<file path="src/rtl/wasm_cmp_unit_if.sv">
// Handshake and data bundle for the Wasm comparison unit.
//   master: issues operations (in_valid, op, is64, a, b) and accepts results (out_ready).
//   slave : the comparison unit; returns in_ready, out_valid, result and trap.
interface wasm_cmp_unit_if;
  logic        in_valid;
  logic        in_ready;
  logic [3:0]  op;
  logic        is64;
  logic [63:0] a;
  logic [63:0] b;
  logic        out_valid;
  logic        out_ready;
  logic [63:0] result;
  logic [3:0]  trap;

  modport master (
    output in_valid, op, is64, a, b, out_ready,
    input  in_ready, out_valid, result, trap
  );

  modport slave (
    input  in_valid, op, is64, a, b, out_ready,
    output in_ready, out_valid, result, trap
  );
endinterface

</file>
<file path="src/rtl/wasm_cmp_unit.sv">
// Multi-cycle i32/i64 comparison unit (eqz, eq, ne, lt/gt/le/ge signed and unsigned).
// Operands are walked CHUNK bits per cycle, most significant chunk first; the first
// differing chunk decides the ordering. The result is the Wasm boolean zero-extended
// to 64 bits; an illegal opcode returns result 0 with trap = TRAP_BAD_OP.
// Ports:
//   clk   - clock
//   reset - synchronous active-high reset
//   bus   - slave side of wasm_cmp_unit_if (in_valid/in_ready request with op, is64,
//           a, b; out_valid/out_ready response with result, trap)
module wasm_cmp_unit #(
  parameter int unsigned CHUNK       = 16,
  parameter bit          EARLY_EXIT  = 1'b1,
  parameter logic [3:0]  TRAP_BAD_OP = 4'd1
) (
  input logic            clk,
  input logic            reset,
  wasm_cmp_unit_if.slave bus
);

  localparam int unsigned N64 = 64 / CHUNK;
  localparam int unsigned N32 = 32 / CHUNK;

  localparam logic [3:0] OpEqz = 4'd0;
  localparam logic [3:0] OpEq  = 4'd1;
  localparam logic [3:0] OpNe  = 4'd2;
  localparam logic [3:0] OpLtS = 4'd3;
  localparam logic [3:0] OpLtU = 4'd4;
  localparam logic [3:0] OpGtS = 4'd5;
  localparam logic [3:0] OpGtU = 4'd6;
  localparam logic [3:0] OpLeS = 4'd7;
  localparam logic [3:0] OpLeU = 4'd8;
  localparam logic [3:0] OpGeS = 4'd9;
  localparam logic [3:0] OpGeU = 4'd10;

  typedef enum logic [1:0] {StIdle, StBusy, StDone} state_e;

  state_e      state_q;
  logic [3:0]  op_q;
  logic        is64_q;
  logic        bad_q;
  logic [63:0] a_q;
  logic [63:0] b_q;
  logic [6:0]  cnt_q;
  logic        diff_q;
  logic        gt_q;
  logic        in_ready_q;
  logic        out_valid_q;
  logic [63:0] result_q;
  logic [3:0]  trap_q;

  logic             signed_op;
  logic [CHUNK-1:0] a_chunk;
  logic [CHUNK-1:0] b_chunk;
  logic             chunk_ne;
  logic             diff_d;
  logic             gt_d;
  logic [6:0]       last_idx;
  logic             finish;
  logic             res_bit;

  always_comb begin
    signed_op = (op_q == OpLtS) || (op_q == OpGtS) || (op_q == OpLeS) || (op_q == OpGeS);
    a_chunk   = a_q[63 -: CHUNK];
    b_chunk   = b_q[63 -: CHUNK];
    // Flipping the sign bit on the top chunk turns a signed order into an unsigned one.
    if (signed_op && (cnt_q == '0)) begin
      a_chunk[CHUNK-1] = ~a_chunk[CHUNK-1];
      b_chunk[CHUNK-1] = ~b_chunk[CHUNK-1];
    end
    chunk_ne = (a_chunk != b_chunk);
    diff_d   = diff_q | chunk_ne;
    // Only the first differing chunk decides the ordering.
    gt_d     = diff_q ? gt_q : (a_chunk > b_chunk);
    last_idx = is64_q ? 7'(N64 - 1) : 7'(N32 - 1);
    finish   = (cnt_q == last_idx) || (EARLY_EXIT && chunk_ne);

    res_bit = 1'b0;
    case (op_q)
      OpEqz, OpEq:  res_bit = ~diff_d;
      OpNe:         res_bit = diff_d;
      OpLtS, OpLtU: res_bit = diff_d & ~gt_d;
      OpGtS, OpGtU: res_bit = diff_d & gt_d;
      OpLeS, OpLeU: res_bit = ~(diff_d & gt_d);
      OpGeS, OpGeU: res_bit = ~(diff_d & ~gt_d);
      default:      res_bit = 1'b0;
    endcase
  end

  always_ff @(posedge clk) begin
    if (reset) begin
      state_q     <= StIdle;
      op_q        <= '0;
      is64_q      <= 1'b0;
      bad_q       <= 1'b0;
      a_q         <= '0;
      b_q         <= '0;
      cnt_q       <= '0;
      diff_q      <= 1'b0;
      gt_q        <= 1'b0;
      in_ready_q  <= 1'b1;
      out_valid_q <= 1'b0;
      result_q    <= '0;
      trap_q      <= '0;
    end else begin
      unique case (state_q)
        StIdle: begin
          if (bus.in_valid) begin
            op_q   <= bus.op;
            is64_q <= bus.is64;
            bad_q  <= (bus.op > OpGeU);
            // i32 operands are left-aligned so the MSB chunk always sits at bit 63.
            a_q    <= bus.is64 ? bus.a : {bus.a[31:0], 32'h0};
            if (bus.op == OpEqz) begin
              b_q <= '0;
            end else begin
              b_q <= bus.is64 ? bus.b : {bus.b[31:0], 32'h0};
            end
            cnt_q      <= '0;
            diff_q     <= 1'b0;
            gt_q       <= 1'b0;
            in_ready_q <= 1'b0;
            state_q    <= StBusy;
          end
        end
        StBusy: begin
          if (bad_q) begin
            // Illegal op: no chunks are compared, straight to the trap response.
            result_q    <= '0;
            trap_q      <= TRAP_BAD_OP;
            out_valid_q <= 1'b1;
            state_q     <= StDone;
          end else begin
            diff_q <= diff_d;
            gt_q   <= gt_d;
            a_q    <= a_q << CHUNK;
            b_q    <= b_q << CHUNK;
            cnt_q  <= cnt_q + 7'd1;
            if (finish) begin
              result_q    <= {63'h0, res_bit};
              trap_q      <= '0;
              out_valid_q <= 1'b1;
              state_q     <= StDone;
            end
          end
        end
        StDone: begin
          if (bus.out_ready) begin
            out_valid_q <= 1'b0;
            in_ready_q  <= 1'b1;
            state_q     <= StIdle;
          end
        end
        default: state_q <= StIdle;
      endcase
    end
  end

  assign bus.in_ready  = in_ready_q;
  assign bus.out_valid = out_valid_q;
  assign bus.result    = result_q;
  assign bus.trap      = trap_q;

endmodule

</file>
<file path="src/flat_wrapper.sv">
// flat-port wrapper written by rule: the top's interface ports become plain ports
module wasm_cmp_unit_flat 
#(
  parameter int unsigned CHUNK       = 16,
  parameter bit          EARLY_EXIT  = 1'b1,
  parameter logic [3:0]  TRAP_BAD_OP = 4'd1
)
  (clk, reset, bus_in_valid, bus_op, bus_is64, bus_a, bus_b, bus_out_ready, bus_in_ready, bus_out_valid, bus_result, bus_trap);
  wasm_cmp_unit_if bus_i ();
  input logic clk;
  input logic reset;
  input wire logic [$bits(bus_i.in_valid)-1:0] bus_in_valid;
  input wire logic [$bits(bus_i.op)-1:0] bus_op;
  input wire logic [$bits(bus_i.is64)-1:0] bus_is64;
  input wire logic [$bits(bus_i.a)-1:0] bus_a;
  input wire logic [$bits(bus_i.b)-1:0] bus_b;
  input wire logic [$bits(bus_i.out_ready)-1:0] bus_out_ready;
  output wire logic [$bits(bus_i.in_ready)-1:0] bus_in_ready;
  output wire logic [$bits(bus_i.out_valid)-1:0] bus_out_valid;
  output wire logic [$bits(bus_i.result)-1:0] bus_result;
  output wire logic [$bits(bus_i.trap)-1:0] bus_trap;
  assign bus_i.in_valid = bus_in_valid;
  assign bus_i.op = bus_op;
  assign bus_i.is64 = bus_is64;
  assign bus_i.a = bus_a;
  assign bus_i.b = bus_b;
  assign bus_i.out_ready = bus_out_ready;
  assign bus_in_ready = bus_i.in_ready;
  assign bus_out_valid = bus_i.out_valid;
  assign bus_result = bus_i.result;
  assign bus_trap = bus_i.trap;
  wasm_cmp_unit #(.CHUNK(CHUNK), .EARLY_EXIT(EARLY_EXIT), .TRAP_BAD_OP(TRAP_BAD_OP)) u_core (.clk(clk), .reset(reset), .bus(bus_i));
endmodule
</file>
<file path="config.mk">
export PLATFORM = sky130hd
export DESIGN_NAME = wasm_cmp_unit_flat
export DESIGN_NICKNAME = d
export VERILOG_FILES = /design/src/rtl/wasm_cmp_unit_if.sv /design/src/rtl/wasm_cmp_unit.sv /design/src/flat_wrapper.sv
export SDC_FILE = /design/constraint.sdc
export NUM_CORES = 1
export LEC_CHECK = 0
export CAP_MARGIN = 20
export CORE_MARGIN = 2
export CORE_UTILIZATION = 50
export CTS_CLUSTER_DIAMETER = 120
export DETAILED_ROUTE_END_ITERATION = 6
export PLACE_DENSITY = 0.82
export SYNTH_ARGS = -nofsm -noshare
export SYNTH_HDL_FRONTEND = slang
export SYNTH_SLANG_ARGS = --single-unit
</file>
<file path="constraint.sdc">
create_clock -name clk -period 3.01 [get_ports clk]
set_input_delay 0.602 -clock clk [delete_from_list [all_inputs] [get_ports clk]]
set_output_delay 0.602 -clock clk [all_outputs]
set_load 0.02 [all_outputs]
</file>
==> results.md, run 1 <==
* Status: complete, no violations
* CP max-delay cell: o311a_1
* Compound-Gate Fraction of Synth Area at 0.168
* DRC viols at 0
* RSZ-0062 raised after global routing: false
* Post-CTS setup buffers at 0
* PD cells at 945 nW/µm²
* Worst-path clk slew at 0.06 ns
* Fin Setup TNS at 0 ns
* Final ANT Viol Nets at 0
* Leakage power at 0.00369 µW
* Worst Path Required at 3.33 ns
* Post-synthesis sequential area ratio at 0.372
* Drt wl/cell at 14.9 µm
* Crit-path max FO at 7
* Antenna diode count at 0
* Cell family with most CP delay: compound AO/OA/AOI/OAI gates
* Post-Syn Area at 8010 µm²
* CTS buffer count at 17
* RD Place Congestion at 0.862
* Min-delay worst type: flop to flop
* Worst r2r src: u_core.b_q[52]
* Number of synthesized flops with an enable pin at 0
* Max_cap viols at 0
* Hold-fix buffers, CTS at 0
* IO Count at 207
* Vias in the first global route at 6759
* Place WS at 0.308 ns
* Yosys reg bits at 149
* Critical path type: flop to flop
* Largest family of logic cells by synthesized area: simple AND/OR/NAND/NOR gates
* CP Capture Type: flop
* First-pass GRT wire length at 32.6 mm
* Cell Chain, Critical Path: inv_1 > ha_1 > and4_1 > nor4b_4 > a21boi_2 > nor4b_4 > o311a_1 > o41ai_2
* Share of cells above drive strength 1 at 0.0786
* Row cnt at 46
* P&R area growth vs syn at 23.3%
* Worst Hold End: u_core.a_q[5]
* Simple-Gate Fraction of Synth Area at 0.220
* Max Slew Vio Count at 0
* Cells after DPL at 1317
* Vias/cell at 5.44
* Crit share post-route at 0.818
* Endpoints failing setup at 0
* Worst hold stages at 2
* Mapped Cells at 1029
* Clk sink count at 149
* Total wire length at 20.1 mm
* Min-Delay Startpoint: u_core.a_q[5]
* Synth cell types at 56
* Power, Total at 9330 µW
* Mean Syn Cell Area at 7.78 µm²
* Starting density of the core at 0.508
* CTS max path bufs at 2
* XOR/XNOR share of the synthesized area at 0.00765
* DP HPWL at 13.4 mm
* Antenna violations before repair at 0
* Final layout net count at 1278
* Synth Warn # at 0
* Startpoint types: flop
* Clk_lat worst skew at 0.42 ns
* Port Buffers at 140
* DR iter-0 viols at 643
* Vias at 7337
* Mux contribution to synthesized area at 0.0862
* R2R Path End: u_core.bus.result[0]
* Logic depth of the worst path, buffers included at 8
* Root Driver: clkbuf_16
* Worst vdd rail ir drop at 0.825 mV
* Core footprint at 15800 µm²
* Crit-path max cell delay at 0.38 ns
* CTS tree: built
* Clock Skews at 0.00984 ns
* DRT Pass-1 Iters at 7
* Final hold violation count at 0
* Grt ovf at 0
* Post-cts resize count at 0
* Fmax at 0.406 GHz
* Most common cell on crit path: nor4b_4
* Full die area at 17000 µm²
* Total GRT Usage at 0.238
* Final worst slack at 0.548 ns
* Dominant synthesized flop cell: dfxtp_1
* Die Height at 131 µm
* CTS H-Tree Depth at 4
* Largest net degree at the start of global routing at 131
* Worst endpoint data arrival time at 2.79 ns
* Relative slew slack at 0.400
* Synth Area in Adders at 0.0328
* R2R Setup Slk at 0.55 ns
* Tmin final at 2.46 ns
* Die X at 131 µm
* Worst path bufs/invs at 1
* Fraction of registers with async set/reset at 0
* Tightest Pin Transition at 0.896 ns
* R2R cell count at 8
* Cell Count, Final, Fillers Out at 1348
==> state kept, by name, summed over array words and instances (netlist names) <==
name,cells
u_core.gt_q,1
u_core.bus.trap,1
u_core.diff_q,1
u_core.bus.out_valid,1
u_core.bus.result,1
u_core.a_q,64
u_core.b_q,64
u_core.op_q,4
u_core.bad_q,1
u_core.cnt_q,7
u_core.bus.in_ready,1
u_core.state_q,2
u_core.is64_q,1
==> through the flow <==
stage,utilization,area [µm²],hold slack [ns]
after detailed placement,0.591,9320,0.445
after global placement,0.591,9320,0.438
after CTS,0.626,9870,0.452
after global routing,0.626,9870,0.470
after floorplan,-,8250,0.432
final,0.626,9870,0.454
==> placed cells by master (no fill, tap or decap), types with 3 or more instances in the layout <==
master	n
nand4_1	4
buf_4	8
or3_1	3
mux2_2	32
clkdlybuf4s50_1	138
a21oi_1	73
o21ai_0	41
xor2_1	5
nand3_1	75
a21o_1	5
clkbuf_16	17
dfxtp_1	149
ha_1	20
inv_1	23
mux2i_1	33
nand2_1	225
a22oi_1	16
conb_1	66
clkinvlp_4	4
a221oi_1	16
nor3_1	20
clkbuf_1	3
o211ai_1	3
buf_12	7
nor2_1	49
a31oi_1	49
==> routing by layer <==
metal,up-vias,share of wire,track usage
met5,-,0,0
li1,3618,-,-
met4,0,0.018,0.0763
met1,3378,0.43,0.325
met3,28,0.065,0.0493
met2,313,0.48,0.381
==> synth_stat cells (2+ instances only) <==
cell type  instances  area (µm²)
xnor2_1            2        17.5
buf_2              3        15.0
buf_1              8        30.0
nand2b_1           2        12.5
dfxtp_1          149        2980
buf_4             68         510
or3_1              3        18.8
nand4b_1           2        17.5
a21o_1             5        37.5
nor3b_1            2        15.0
mux2_2            32         360
nand4_1            4        25.0
nand3_1           75         375
xor2_1             5        43.8
a31oi_1           49         307
ha_1              21         263
clkbuf_1          66         248
o21ai_0           41         205
nor4b_4            2        47.6
inv_1             23        86.3
nor3_1            21         105
a21oi_1           73         365
nor2_1            49         184
o211ai_1           3        22.5
mux2i_1           33         330
a221oi_1          16         140
and4_1             2        17.5
nor2b_1            3        18.8
nand2_1          225         845
a22oi_1           16         120
==> cell type report <==
type | count | area, µm²
inverter | 23 | 86.3
multi-input combinational | 776 | 4400
fill | 1360 | 5900
tap | 216 | 270
clock buffer | 21 | 450
clock inverter | 10 | 100
timing repair buffer | 153 | 1580
sequential | 149 | 2980
==> kinds of logic after synthesis <==
family,Yosys count
AND/OR/NAND/NOR,400
flip-flops,149
buffers and inverters,169
multiplexers,65
adder cells (fa/ha/maj),21
other,1
AO/OA/AOI/OAI,217
XOR/XNOR,7
==> worst register-to-register path: cells and delay by family (launching register included) <==
family,cells,cell delay [ns]
AND/OR/NAND/NOR,3,0.67
adder cells (fa/ha/maj),1,0.31
flip-flops,1,0.34
AO/OA/AOI/OAI,3,0.97
buffers and inverters,1,0.08
==> where the power goes <==
| group | internal [µW] | switching [µW] |
|---|---|---|
| Clock | 1160 | 828 |
| Combinational | 1580 | 2780 |
| Sequential | 2600 | 387 |
| Total | 5340 | 3990 |
==> worst max path at each step <==
stage,to,slack [ns],startpoint
floorplan,u_core.bus.result[0],0.87,u_core.b_q[62]
global placement,u_core.b_q[16],0.42,bus_in_valid
detailed placement,u_core.b_q[21],0.31,bus_in_valid
CTS,u_core.bus.result[0],0.58,u_core.b_q[55]
global route,u_core.bus.result[0],0.43,u_core.b_q[62]
finish,u_core.bus.result[0],0.55,u_core.b_q[52]
(Power assumes the default switching activity.)
==> inputs of run 2 (changes only) <==
Clock period 3.01 ns to 2.3 ns, I/O delays scaled along.
==> run 2 against run 1 <==
Effect of this change: hold slack lost 0.0014 ns; sequential power grew 32%; highest routed layer unchanged; worst setup slack lost 0.51 ns; utilization grew 1.7 points; fmax grew 8.9%; critical path type unchanged; critical path depth grew 1; routed wire length grew 1.7%; cell count grew 1.3%; register-to-register slack lost 0.51 ns; sequential cell count is the same; die area is the same.
==> results.md, run 2 (synthesis results as in run 1) <==
* Status: complete, no violations
* First-pass GRT wire length at 32.5 mm (-0.13%)
* Final worst slack at 0.0387 ns (-0.509 ns)
* Total GRT Usage at 0.239 (+0.00106)
* Switch Pwr at 5380 µW (+35%)
* Antenna violations before repair at 0 (unchanged)
* Worst Path Required at 2.64 ns (-0.69 ns)
* Most frequent cells in the layout: nand2_1 (225), dfxtp_1 (141), clkdlybuf4s50_1 (138)
* Worst Hold End: u_core.a_q[13]
* CTS H-Tree Depth at 4 (unchanged)
* Worst-path clk slew at 0.06 ns (about the same)
* Max Slew Vio Count at 0 (unchanged)
* R2R Path End: u_core.bus.result[0]
* Cells after DPL at 1331 (+1.1%)
* Root Driver: clkbuf_16
* Crit-path max FO at 6 (-1)
* Tightest Pin Transition at 0.730 ns (-0.166 ns)
* Row cnt at 46 (unchanged)
* Most common cell on crit path: nor4b_4
* Port Buffers at 140 (unchanged)
* Clock network power share at 0.205 (-0.008)
* Place WS at -0.00552 ns (-0.313 ns)
* Worst vdd rail ir drop at 1.22 mV (+48%)
* Power, Total at 12700 µW (+36%)
* Cell family with most CP delay: simple AND/OR/NAND/NOR gates
* Total internal power at 7340 µW (+37%)
* Crit share post-route at 0.983 (+0.165)
* Core footprint at 15800 µm² (unchanged)
* Combinational share of power at 0.486 (+0.020)
* RD Place Congestion at 0.886 (+2.8%)
* P&R area growth vs syn at 26.7%
* Leakage power at 0.00381 µW (+3.3%)
* IO Count at 207 (unchanged)
* Worst path bufs/invs at 1 (unchanged)
* RSZ-0062 raised after global routing: true
* DP HPWL at 14.0 mm (+4.2%)
* Cell Count, Final, Fillers Out at 1365 (+1.3%)
* Critical path type: flop to flop
* Final ANT Viol Nets at 0 (unchanged)
* DRC viols at 0 (unchanged)
* Hold-fix buffers, CTS at 0 (unchanged)
* Vias in the first global route at 6905 (+2.2%)
* Final layout net count at 1295 (+1.3%)
* Net Sw Frac at 0.423 (-0.00468)
* Die Height at 131 µm (unchanged)
* Seq pwr share at 0.309 (-0.012)
* Endpoints failing setup at 0 (unchanged)
* Relative slew slack at 0.513 (+0.113)
* Die X at 131 µm (unchanged)
* Worst r2r src: u_core.b_q[53]
* CTS tree: built
* CTS max path bufs at 2 (unchanged)
* Commonest non-fill, non-tap cell in the layout: nand2_1
* CTS buffer count at 17 (unchanged)
* Starting density of the core at 0.508 (unchanged)
* Vias/cell at 5.46 (+0.32%)
* Antenna diode count at 0 (unchanged)
* Min-delay worst type: flop to flop
* DRT Pass-1 Iters at 5 (-2)
* CP Capture Type: flop
* R2R cell count at 9 (+1)
* Worst endpoint data arrival time at 2.60 ns (-0.19 ns)
* Total wire length at 20.5 mm (+1.7%)
* Vias at 7453 (+1.6%)
* Drt wl/cell at 15.0 µm (+0.42%)
* PD cells at 1250 nW/µm² (+33%)
* DR iter-0 viols at 558 (-13%)
* Share of cells above drive strength 1 at 0.114 (+0.0354)
* Worst hold stages at 2 (unchanged)
* Min-Delay Startpoint: u_core.a_q[13]
* Clk sink count at 149 (unchanged)
* Fmax at 0.442 GHz (+8.9%)
* Startpoint types: flop
* Cell Chain, Critical Path: inv_1 > ha_1 > and4_4 > nor4b_4 > a21boi_4 > nor4b_4 > or3b_1 > a21boi_1 > o41ai_2
* Grt ovf at 0 (unchanged)
* Crit-path max cell delay at 0.44 ns (+0.06 ns)
* CP startpoint: u_core.b_q[53]
* Full die area at 17000 µm² (unchanged)
* Tmin final at 2.26 ns (-0.201 ns)
* Clock Skews at 0.0101 ns (+0.000242 ns)
* R2R Setup Slk at 0.04 ns (-0.51 ns)
* Clk_lat worst skew at 0.43 ns (about the same)
* Top flop regs: u_core.a_q: 64 flops, u_core.b_q: 64 flops, u_core.cnt_q: 7 flops
* Max_cap viols at 0 (unchanged)
* CP max-delay cell: nor4b_4
* Final hold violation count at 0 (unchanged)
* Largest net degree at the start of global routing at 77 (-41%)
* Fillers at 1343 (-1.3%)
run 2: area by class of cell:
type                            instances  area, µm²  share of cell area
Clock buffer                           20        447              0.0440
Clock inverter                         11        101             0.00999
Inverter                               23       86.3             0.00851
Multi-Input combinational cell        776       4520               0.445
Sequential cell                       149       2990               0.295
Tap cell                              216        270              0.0266
Timing Repair Buffer                  170       1730               0.171
run 2: worst register-to-register path, delay by kind of cell (launching register included):
family | cells | cell delay, ns
and+or+nand+nor | 4 | 0.94
AOI/OAI and AO/OA | 3 | 0.55
DFF | 1 | 0.33
adders and majority gates | 1 | 0.31
buffers and inverters | 1 | 0.05
run 2: power groups by stage:
stage / combinational, µW / clock [µW] / sequential [µW]
6_report: 6180 / 2610 / 3940
5_1_grt: 6860 / 2740 / 4030
4_1_cts: 5910 / 2630 / 3890
3_5_place_dp: 5840 / 0 / 3930
3_3_place_gp: 5690 / 0 / 3900
2_1_floorplan: 4200 / 0 / 3800
run 2: how the worst max path moves through the flow:
stage / end / slack, ns / cells past startpoint
2_1_floorplan: u_core.bus.result[0] / 0.16 / 8
3_3_place_gp: u_core.gt_q / 0.07 / 6
3_5_place_dp: u_core.bus.result[0] / -0.006 / 8
4_1_cts: u_core.bus.result[0] / 0.0005 / 8
5_1_grt: u_core.bus.result[0] / -0.07 / 9
6_report: u_core.bus.result[0] / 0.04 / 9
run 2: per-stage QoR:
| stage | instance area (µm²) | util | TNS (ns) | hold slack [ns] |
|---|---|---|---|---|
| final | 10100 | 0.644 | 0 | 0.452 |
| after global routing | 10100 | 0.644 | -0.0693 | 0.475 |
| after CTS | 10000 | 0.635 | 0 | 0.446 |
| after detailed placement | 9450 | 0.599 | -0.00552 | 0.443 |
| after global placement | 9450 | 0.599 | 0 | 0.438 |
| after floorplan | 8250 | - | 0 | 0.432 |
run 2: what timing repair did:
| item | in CTS | in global routing |
|---|---|---|
| buffers inserted | 0 | 3 |
| pin swaps | 0 | 14 |
| endpoints found under the hold margin | 0 | 0 |
| endpoints found under the setup margin | 1 | 2 |
| gates resized for setup | 1 | 26 |
run 2: routing by layer:
metal	up-vias	wire, µm	global-route usage
li1	3655	-	-
met1	3494	8810	0.306
met2	263	10000	0.400
met3	41	1090	0.0489
met4	0	520	0.0901
met5	-	0	0
